<file path="src/rtl/alu_operand_sequencer.sv">
// alu_operand_sequencer
// Operand-entry front end for the 4-bit lab ALU. Push-button presses step
// through A, B and opcode capture from the board switches. The ALU sees the
// captured values as registered inputs. One cycle later its result and
// {N,Z,C,V} flags are latched into hold registers for the display stage.
//
// Optional feature: define ALU_SEQ_DEBOUNCE_EN to put a per-button
// stable-high counter (DEBOUNCE_CYCLES) between the synchroniser and the
// edge detector. Without the macro, the synchronised level feeds the edge
// detector directly and DEBOUNCE_CYCLES has no effect.
module alu_operand_sequencer #(
    parameter int WIDTH           = 4,
    parameter int DEBOUNCE_CYCLES = 16
) (
    input  logic             clk,
    input  logic             rst_n,
    input  logic [WIDTH-1:0] sw,
    input  logic [3:0]       op_sw,
    input  logic             btn_next,
    input  logic             btn_clear,
    output logic [WIDTH-1:0] alu_a,
    output logic [WIDTH-1:0] alu_b,
    output logic [3:0]       alu_opcode,
    input  logic [WIDTH-1:0] alu_result,
    input  logic [3:0]       alu_flags,
    output logic [WIDTH-1:0] res_q,
    output logic [3:0]       flags_q,
    output logic             res_valid,
    output logic             err,
    output logic [2:0]       state_o
);

    typedef enum logic [2:0] {
        LOAD_A  = 3'd0,
        LOAD_B  = 3'd1,
        LOAD_OP = 3'd2,
        EXEC    = 3'd3,
        SHOW    = 3'd4
    } state_t;

    // Highest opcode the ALU implements; anything above is rejected.
    localparam logic [3:0] OP_MAX = 4'b1001;

    state_t state, state_next;

    logic [1:0] next_sync, clear_sync;
    logic       next_level, clear_level;
    logic       next_prev, clear_prev;
    logic       next_pulse, clear_pulse;

    logic load_a, load_b, load_op, capture, op_reject, clear_all;

    // Two-flop synchronisers; reset to 0 so a button held through reset
    // release still produces one rising edge.
    always_ff @(posedge clk or negedge rst_n) begin
        if (!rst_n) begin
            next_sync  <= 2'b00;
            clear_sync <= 2'b00;
        end else begin
            next_sync  <= {next_sync[0], btn_next};
            clear_sync <= {clear_sync[0], btn_clear};
        end
    end

`ifdef ALU_SEQ_DEBOUNCE_EN
    localparam int CNT_W = $clog2(DEBOUNCE_CYCLES + 1);
    localparam logic [CNT_W-1:0] CNT_MAX = CNT_W'(DEBOUNCE_CYCLES);

    logic [CNT_W-1:0] next_cnt, clear_cnt;

    // Stable-high counters: count up while the synced level is high,
    // saturate at the threshold, clear as soon as the level drops.
    always_ff @(posedge clk or negedge rst_n) begin
        if (!rst_n) begin
            next_cnt  <= '0;
            clear_cnt <= '0;
        end else begin
            if (!next_sync[1])
                next_cnt <= '0;
            else if (next_cnt != CNT_MAX)
                next_cnt <= next_cnt + 1'b1;

            if (!clear_sync[1])
                clear_cnt <= '0;
            else if (clear_cnt != CNT_MAX)
                clear_cnt <= clear_cnt + 1'b1;
        end
    end

    // Debounced level rises once the count reaches the threshold and
    // falls in the same cycle the synced level goes low.
    assign next_level  = next_sync[1]  && (next_cnt  == CNT_MAX);
    assign clear_level = clear_sync[1] && (clear_cnt == CNT_MAX);
`else
    assign next_level  = next_sync[1];
    assign clear_level = clear_sync[1];

    // Threshold only matters in the debounced build.
    if (DEBOUNCE_CYCLES < 0) begin : g_debounce_cfg_unused
    end
`endif

    // Rising-edge detectors: remember last cycle's level.
    always_ff @(posedge clk or negedge rst_n) begin
        if (!rst_n) begin
            next_prev  <= 1'b0;
            clear_prev <= 1'b0;
        end else begin
            next_prev  <= next_level;
            clear_prev <= clear_level;
        end
    end

    assign next_pulse  = next_level  & ~next_prev;
    assign clear_pulse = clear_level & ~clear_prev;

    // FSM state register.
    always_ff @(posedge clk or negedge rst_n) begin
        if (!rst_n)
            state <= LOAD_A;
        else
            state <= state_next;
    end

    // Next-state and register-enable decode; clear outranks next.
    always_comb begin
        state_next = state;
        load_a     = 1'b0;
        load_b     = 1'b0;
        load_op    = 1'b0;
        capture    = 1'b0;
        op_reject  = 1'b0;
        clear_all  = 1'b0;

        if (clear_pulse) begin
            clear_all  = 1'b1;
            state_next = LOAD_A;
        end else begin
            case (state)
                LOAD_A: begin
                    if (next_pulse) begin
                        load_a     = 1'b1;
                        state_next = LOAD_B;
                    end
                end
                LOAD_B: begin
                    if (next_pulse) begin
                        load_b     = 1'b1;
                        state_next = LOAD_OP;
                    end
                end
                LOAD_OP: begin
                    if (next_pulse) begin
                        if (op_sw <= OP_MAX) begin
                            load_op    = 1'b1;
                            state_next = EXEC;
                        end else begin
                            op_reject  = 1'b1;
                        end
                    end
                end
                EXEC: begin
                    // ALU inputs were registered on the edge entering EXEC,
                    // so the combinational result has had a full cycle.
                    capture    = 1'b1;
                    state_next = SHOW;
                end
                SHOW: begin
                    // Leaving SHOW does not capture A; a further press does.
                    if (next_pulse)
                        state_next = LOAD_A;
                end
                default: state_next = LOAD_A;
            endcase
        end
    end

    // Operand, opcode and result hold registers plus the error pulse.
    always_ff @(posedge clk or negedge rst_n) begin
        if (!rst_n) begin
            alu_a      <= '0;
            alu_b      <= '0;
            alu_opcode <= 4'd0;
            res_q      <= '0;
            flags_q    <= 4'd0;
            res_valid  <= 1'b0;
            err        <= 1'b0;
        end else begin
            err <= op_reject;
            if (clear_all) begin
                alu_a      <= '0;
                alu_b      <= '0;
                alu_opcode <= 4'd0;
                res_q      <= '0;
                flags_q    <= 4'd0;
                res_valid  <= 1'b0;
            end else begin
                if (load_a) begin
                    alu_a     <= sw;
                    res_valid <= 1'b0;
                end
                if (load_b)
                    alu_b <= sw;
                if (load_op)
                    alu_opcode <= op_sw;
                if (capture) begin
                    res_q     <= alu_result;
                    flags_q   <= alu_flags;
                    res_valid <= 1'b1;
                end
            end
        end
    end

    assign state_o = state;

endmodule

</file>
<file path="config.mk">
export PLATFORM = sky130hd
export DESIGN_NAME = alu_operand_sequencer
export DESIGN_NICKNAME = d
export VERILOG_FILES = /design/src/rtl/alu_operand_sequencer.sv
export SDC_FILE = /design/constraint.sdc
export NUM_CORES = 1
export LEC_CHECK = 0
export BUFFER_PORTS_ARGS = -buffer_cell sky130_fd_sc_hd__buf_2
export CORE_UTILIZATION = 45
export DETAILED_ROUTE_END_ITERATION = 8
export PLACE_DENSITY = 0.73
export SYNTH_ARGS = -nofsm -noshare
export SYNTH_HDL_FRONTEND = slang
export SYNTH_SLANG_ARGS = --single-unit
export TNS_END_PERCENT = 20
</file>
<file path="constraint.sdc">
create_clock -name clk -period 1.5 [get_ports clk]
set_input_delay 0.225 -clock clk [delete_from_list [all_inputs] [get_ports clk]]
set_output_delay 0.225 -clock clk [all_outputs]
set_load 0.005 [all_outputs]
</file>
======== Yosys cells after proc, flatten, opt, wreduce, memory -nomap -nowiden ========
Cells that the tools add are included.
word-level totals
  register bits ........................... 31
  bits in latches ......................... 0
  memory bits (writable) .................. 0
  memory bits (read-only) ................. 0
  bits of input ports ..................... 20
  output and inout bits ................... 25
  word-level logic and storage cells ...... 69
  memories kept ........................... 0
operators by class
  add/sub/neg operators ................... 0
  multipliers ............................. 0
  divide/modulo/power cells ............... 0
  order comparisons ....................... 1
  eq/ne operators ......................... 9
  shifts and indexed selects .............. 0
  mux-type cells .......................... 36
  bitwise gates (word level) .............. 4
  reductions and logical operators ........ 7
operators by type and width
  operator            number
  $mux 4              10
  $mux 1              19
  $mux 3              6
  $ne 3x3->1 const B  5
  $pmux 3 s5          1
  $reduce_bool 2->1   4
  $eq 3x2->1 const B  2
  $reduce_and 5->1    1
  $le 4x4->1 const B  1
  $eq 3x1->1 const B  1
  $eq 3x3->1 const B  1
  $logic_not 3->1     1
  $reduce_bool 3->1   1
  $and 1x1->1         2
  $not 1->1           2

======== Depth between registers and ports, before layout ========
  depth in word-level cells ............... 8
  depth in mapped cells ................... 4
  depth with buffers taken out ............ 3

======== Least setup slack after synthesis ========
No wires, ideal clock.
  kind .................................... register to register
  start point ............................. reg state[2], in the netlist state_o[2]
  end point ............................... reg alu_opcode[0]
  setup time .............................. 79 ps
  data arrival time ....................... 1,269 ps
  required time ........................... 1,421 ps
  setup slack ............................. 151 ps
  cell stages (with the launch flop) ...... 5
  path buffers ............................ 1
  period minus slack after synthesis ...... 1,349 ps
  cell sequence ........................... dfrtp_1 -> nor3b_4 -> and3_1 -> buf_6 -> mux2i_1
on the way
  longest elaborated chain between the ends .. 4
RTL lines
  what                         line  text
  start, declared              44    state_t state, state_next;
  start signal, assigned       122   state <= state_next;
  $eq 3x2->1                   139   case (state)
  $mux 1                       139
  $mux 1                       135   if (clear_pulse) begin
  $reduce_bool 2->1 (no line)  n/a
  end signal, assigned         205   alu_opcode <= op_sw;
  end, declared                23    output logic [3:0] alu_opcode,
Every way passes these cells.
A chain may end at the register's enable or synchronous reset.

======== Worst setup path in the final report ========
  start point ............................. reg state[2], in the netlist state_o[2]
  end point ............................... reg alu_a[3]
on the way
  longest elaborated chain between the ends .. 4
RTL lines
  what                         line  text
  $logic_not 3->1              139
  $mux 1                       139
  $mux 1                       135
  $reduce_bool 2->1 (no line)  n/a
  end signal, assigned         199   alu_a <= sw;
  end, declared                21    output logic [WIDTH-1:0] alu_a,
Every way passes these cells.

==> results.json <==
{
  "outcome": "completed",
  "required_ns": 1.72,
  "rsz0062_at_grt": "no",
  "synth.top_cell.area_share_pct": 60.7,
  "maxCapViolations": 0,
  "clock-sinks": 31,
  "yosys-top-cells-area": "dfrtp_1 (61%), mux2i_1 (9.4%), a21oi_1 (3.9%), nand3_1 (3.5%), o21ai_0 (2.7%)",
  "slowest_stage": "or3b_4",
  "critical_path_class": "reg2reg",
  "p_leak_nw": 0.899,
  "postCtsSetupRepairBufs": 0,
  "grt.total_usage_pct": 19.4,
  "fmax_ghz": 0.737,
  "tns_ns": 0,
  "syn-num-nets": 134,
  "layout_common_cells": "buf_2 (44), dfrtp_1 (31), mux2i_1 (12)",
  "grt_pass1_wl_mm": 4.51,
  "cts_tree": "built",
  "start_kind": "flip-flop",
  "timing.final.hold_violations": 0,
  "ant_nets": 0,
  "skew_ns": 0.00505,
  "port_buffers": 44,
  "worstPathMaxFanout": 9,
  "cts_max_level": 2,
  "fin_crit_sh_pct": 90.5,
  "ios": 45,
  "setup_viol": 0,
  "final_cells": 196,
  "grt_max_degree": 32,
  "die_y_um": 55.3,
  "num_antenna_cells": 0,
  "crit_arrival_ns": 1.58,
  "syn-cell-area_um2": 1280,
  "yosysTopAreaCell": "dfrtp_1",
  "initial_utilization_pct": 49.3,
  "drt-vias-per-instance": 5.24,
  "area_growth_syn_to_layout_pct": 28.4,
  "first_pass_iters": 4,
  "p_per_area_nw_per_um2": 1160,
  "rows": 18,
  "overflow": 0,
  "slew_violations": 0,
  "endpoint_kind": "flip-flop",
  "drc": 0,
  "wl_per_cell_um": 12.9,
  "totalWireLength_mm": 2.52,
  "syn-instance-count": 114,
  "fin_crit_ns": 1.36,
  "timing.critical_path.cells": "or3b_4 > o21ai_0 > a21oi_1",
  "core_area_um2": 2590,
  "vdd_ir_drop_max_mv": 0.901,
  "grt_antenna_before_repair": 0,
  "num-nets-final": 185,
  "dp_hpwl_mm": 1.80,
  "yosysSeqAreaShare_pct": 60.7,
  "slowest_delay_ns": 0.48,
  "cts_buffer_depth": 2,
  "min_path_type": "in2reg",
  "cts_root_buffer": "clkbuf_4",
  "dieArea_um2": 3060,
  "filler_cell_count": 223,
  "grt_pass1_vias": 1028,
  "die_w_um": 55.3,
  "dr.first_iter.drc_count": 18,
  "cts_buffers": 5,
  "clock_latency_ns": 0.33,
  "dp.cells": 185,
  "place_congestion": 0.803,
  "synth_cell_types": 25,
  "clk_pin_slew_worst_paths_ns": 0.10,
  "via_count": 1027,
  "maxSlewHeadroom_pct": 55.6,
  "drive_above_1_share_pct": 35.5,
  "ys_warn_count": 0,
  "ys_ff_latch": 31,
  "syn_area_per_cell_um2": 11.2,
  "worst_pin_slew_ns": 0.666,
  "final_common_cell": "buf_2"
}
## Yosys cell counts (all sizes together)
| master | count |
|---|---|
| a21oi | 10 |
| a22oi | 1 |
| and3 | 1 |
| buf | 3 |
| clkbuf | 3 |
| dfrtp | 31 |
| mux2i | 12 |
| nand2 | 9 |
| nand2b | 3 |
| nand3 | 9 |
| nand3b | 1 |
| nor2 | 9 |
| nor2b | 3 |
| nor3 | 3 |
| nor3b | 2 |
| o211ai | 1 |
| o21ai | 10 |
| o21ba | 1 |
| or2 | 1 |
| or3b | 1 |
## repair_timing
| action | 4_1_cts | 5_1_grt |
|---|---|---|
| hold endpoints to repair | 33 | 0 |
| resized for setup | 0 | 1 |
| endpoints found under the setup margin | 0 | 1 |
| hold buffers | 3 | 0 |
## cells by family (layout without fill, tap and decap cells)
kind of cell	count (synthesis)	in the layout	synth area share [%]
AND/OR/NAND/NOR	42	42	17.2
flip-flops	31	31	60.7
AO/OA/AOI/OAI	23	23	9.79
multiplexers	12	12	9.40
buffers and inverters	6	58	2.84
## power breakdown
part	leakage [nW]	total (mW)	internal (mW)	switching, mW
clock	0.0482	0.683	0.394	0.289
combinational	0.438	0.281	0.133	0.148
sequential	0.413	0.946	0.900	0.0465
## worst max-delay path: cells and delay by family (launching register included)
| kind | cells | cell delay [ns] |
|---|---|---|
| AOI/OAI and AO/OA | 2 | 0.30 |
| DFF | 1 | 0.47 |
| and+or+nand+nor | 1 | 0.48 |
## final timing paths
kind                                from       endpoint  slack [ns]  cells after the start
max                           state_o[2]       alu_a[3]        0.14                      3
min                             op_sw[0]  alu_opcode[0]        0.12                      3
max reg2reg                   state_o[2]       alu_a[3]        0.14                      3
min reg2reg                clear_sync[0]  clear_sync[1]        0.36                      0
max in group asynchronous          rst_n       alu_a[3]        0.62                      2
min in group asynchronous          rst_n   next_sync[0]        0.45                      2
## layout make-up
type	count	area [µm²]	share of cell area [%]
flip-flops and latches	31	776	47.3
multi-input cells	77	468	28.5
repair buffers	50	273	16.6
clock buffers	6	51.3	3.13
well taps	30	37.5	2.29
clock inverters	2	35.0	2.14
## per-layer routing
layer | vias up | track usage [%] | routed length, µm
met2 | 38 | 31.3 | 1210
met5 | - | 0 | 0
met1 | 486 | 22.2 | 1100
met4 | 0 | 9.64 | 53
li1 | 496 | - | -
met3 | 7 | 7.96 | 150
## state kept, by name, indices dropped and copies added (netlist names)
register    cells
alu_a           4
alu_b           4
alu_opcode      4
clear_prev      1
clear_sync      2
err             1
flags_q         4
next_prev       1
next_sync       2
res_q           4
res_valid       1
state_o         3
## through the flow
stage / power, mW / area [µm²] / hold slack [ns] / worst slack (ns) / util, %
detailed placement: 1.24 / 1520 / 0.294 / 0.0767 / 58.7
global placement: 1.23 / 1520 / 0.285 / 0.148 / 58.7
finish: 1.91 / 1640 / 0.120 / 0.143 / 63.3
CTS: 1.93 / 1640 / 0.108 / 0.0629 / 63.2
floorplan: 1.11 / 1280 / -0.0706 / 0.151 / -
global route: 2.02 / 1640 / 0.116 / 0.0427 / 63.3
Note: power is estimated with default switching activity, not from simulation.
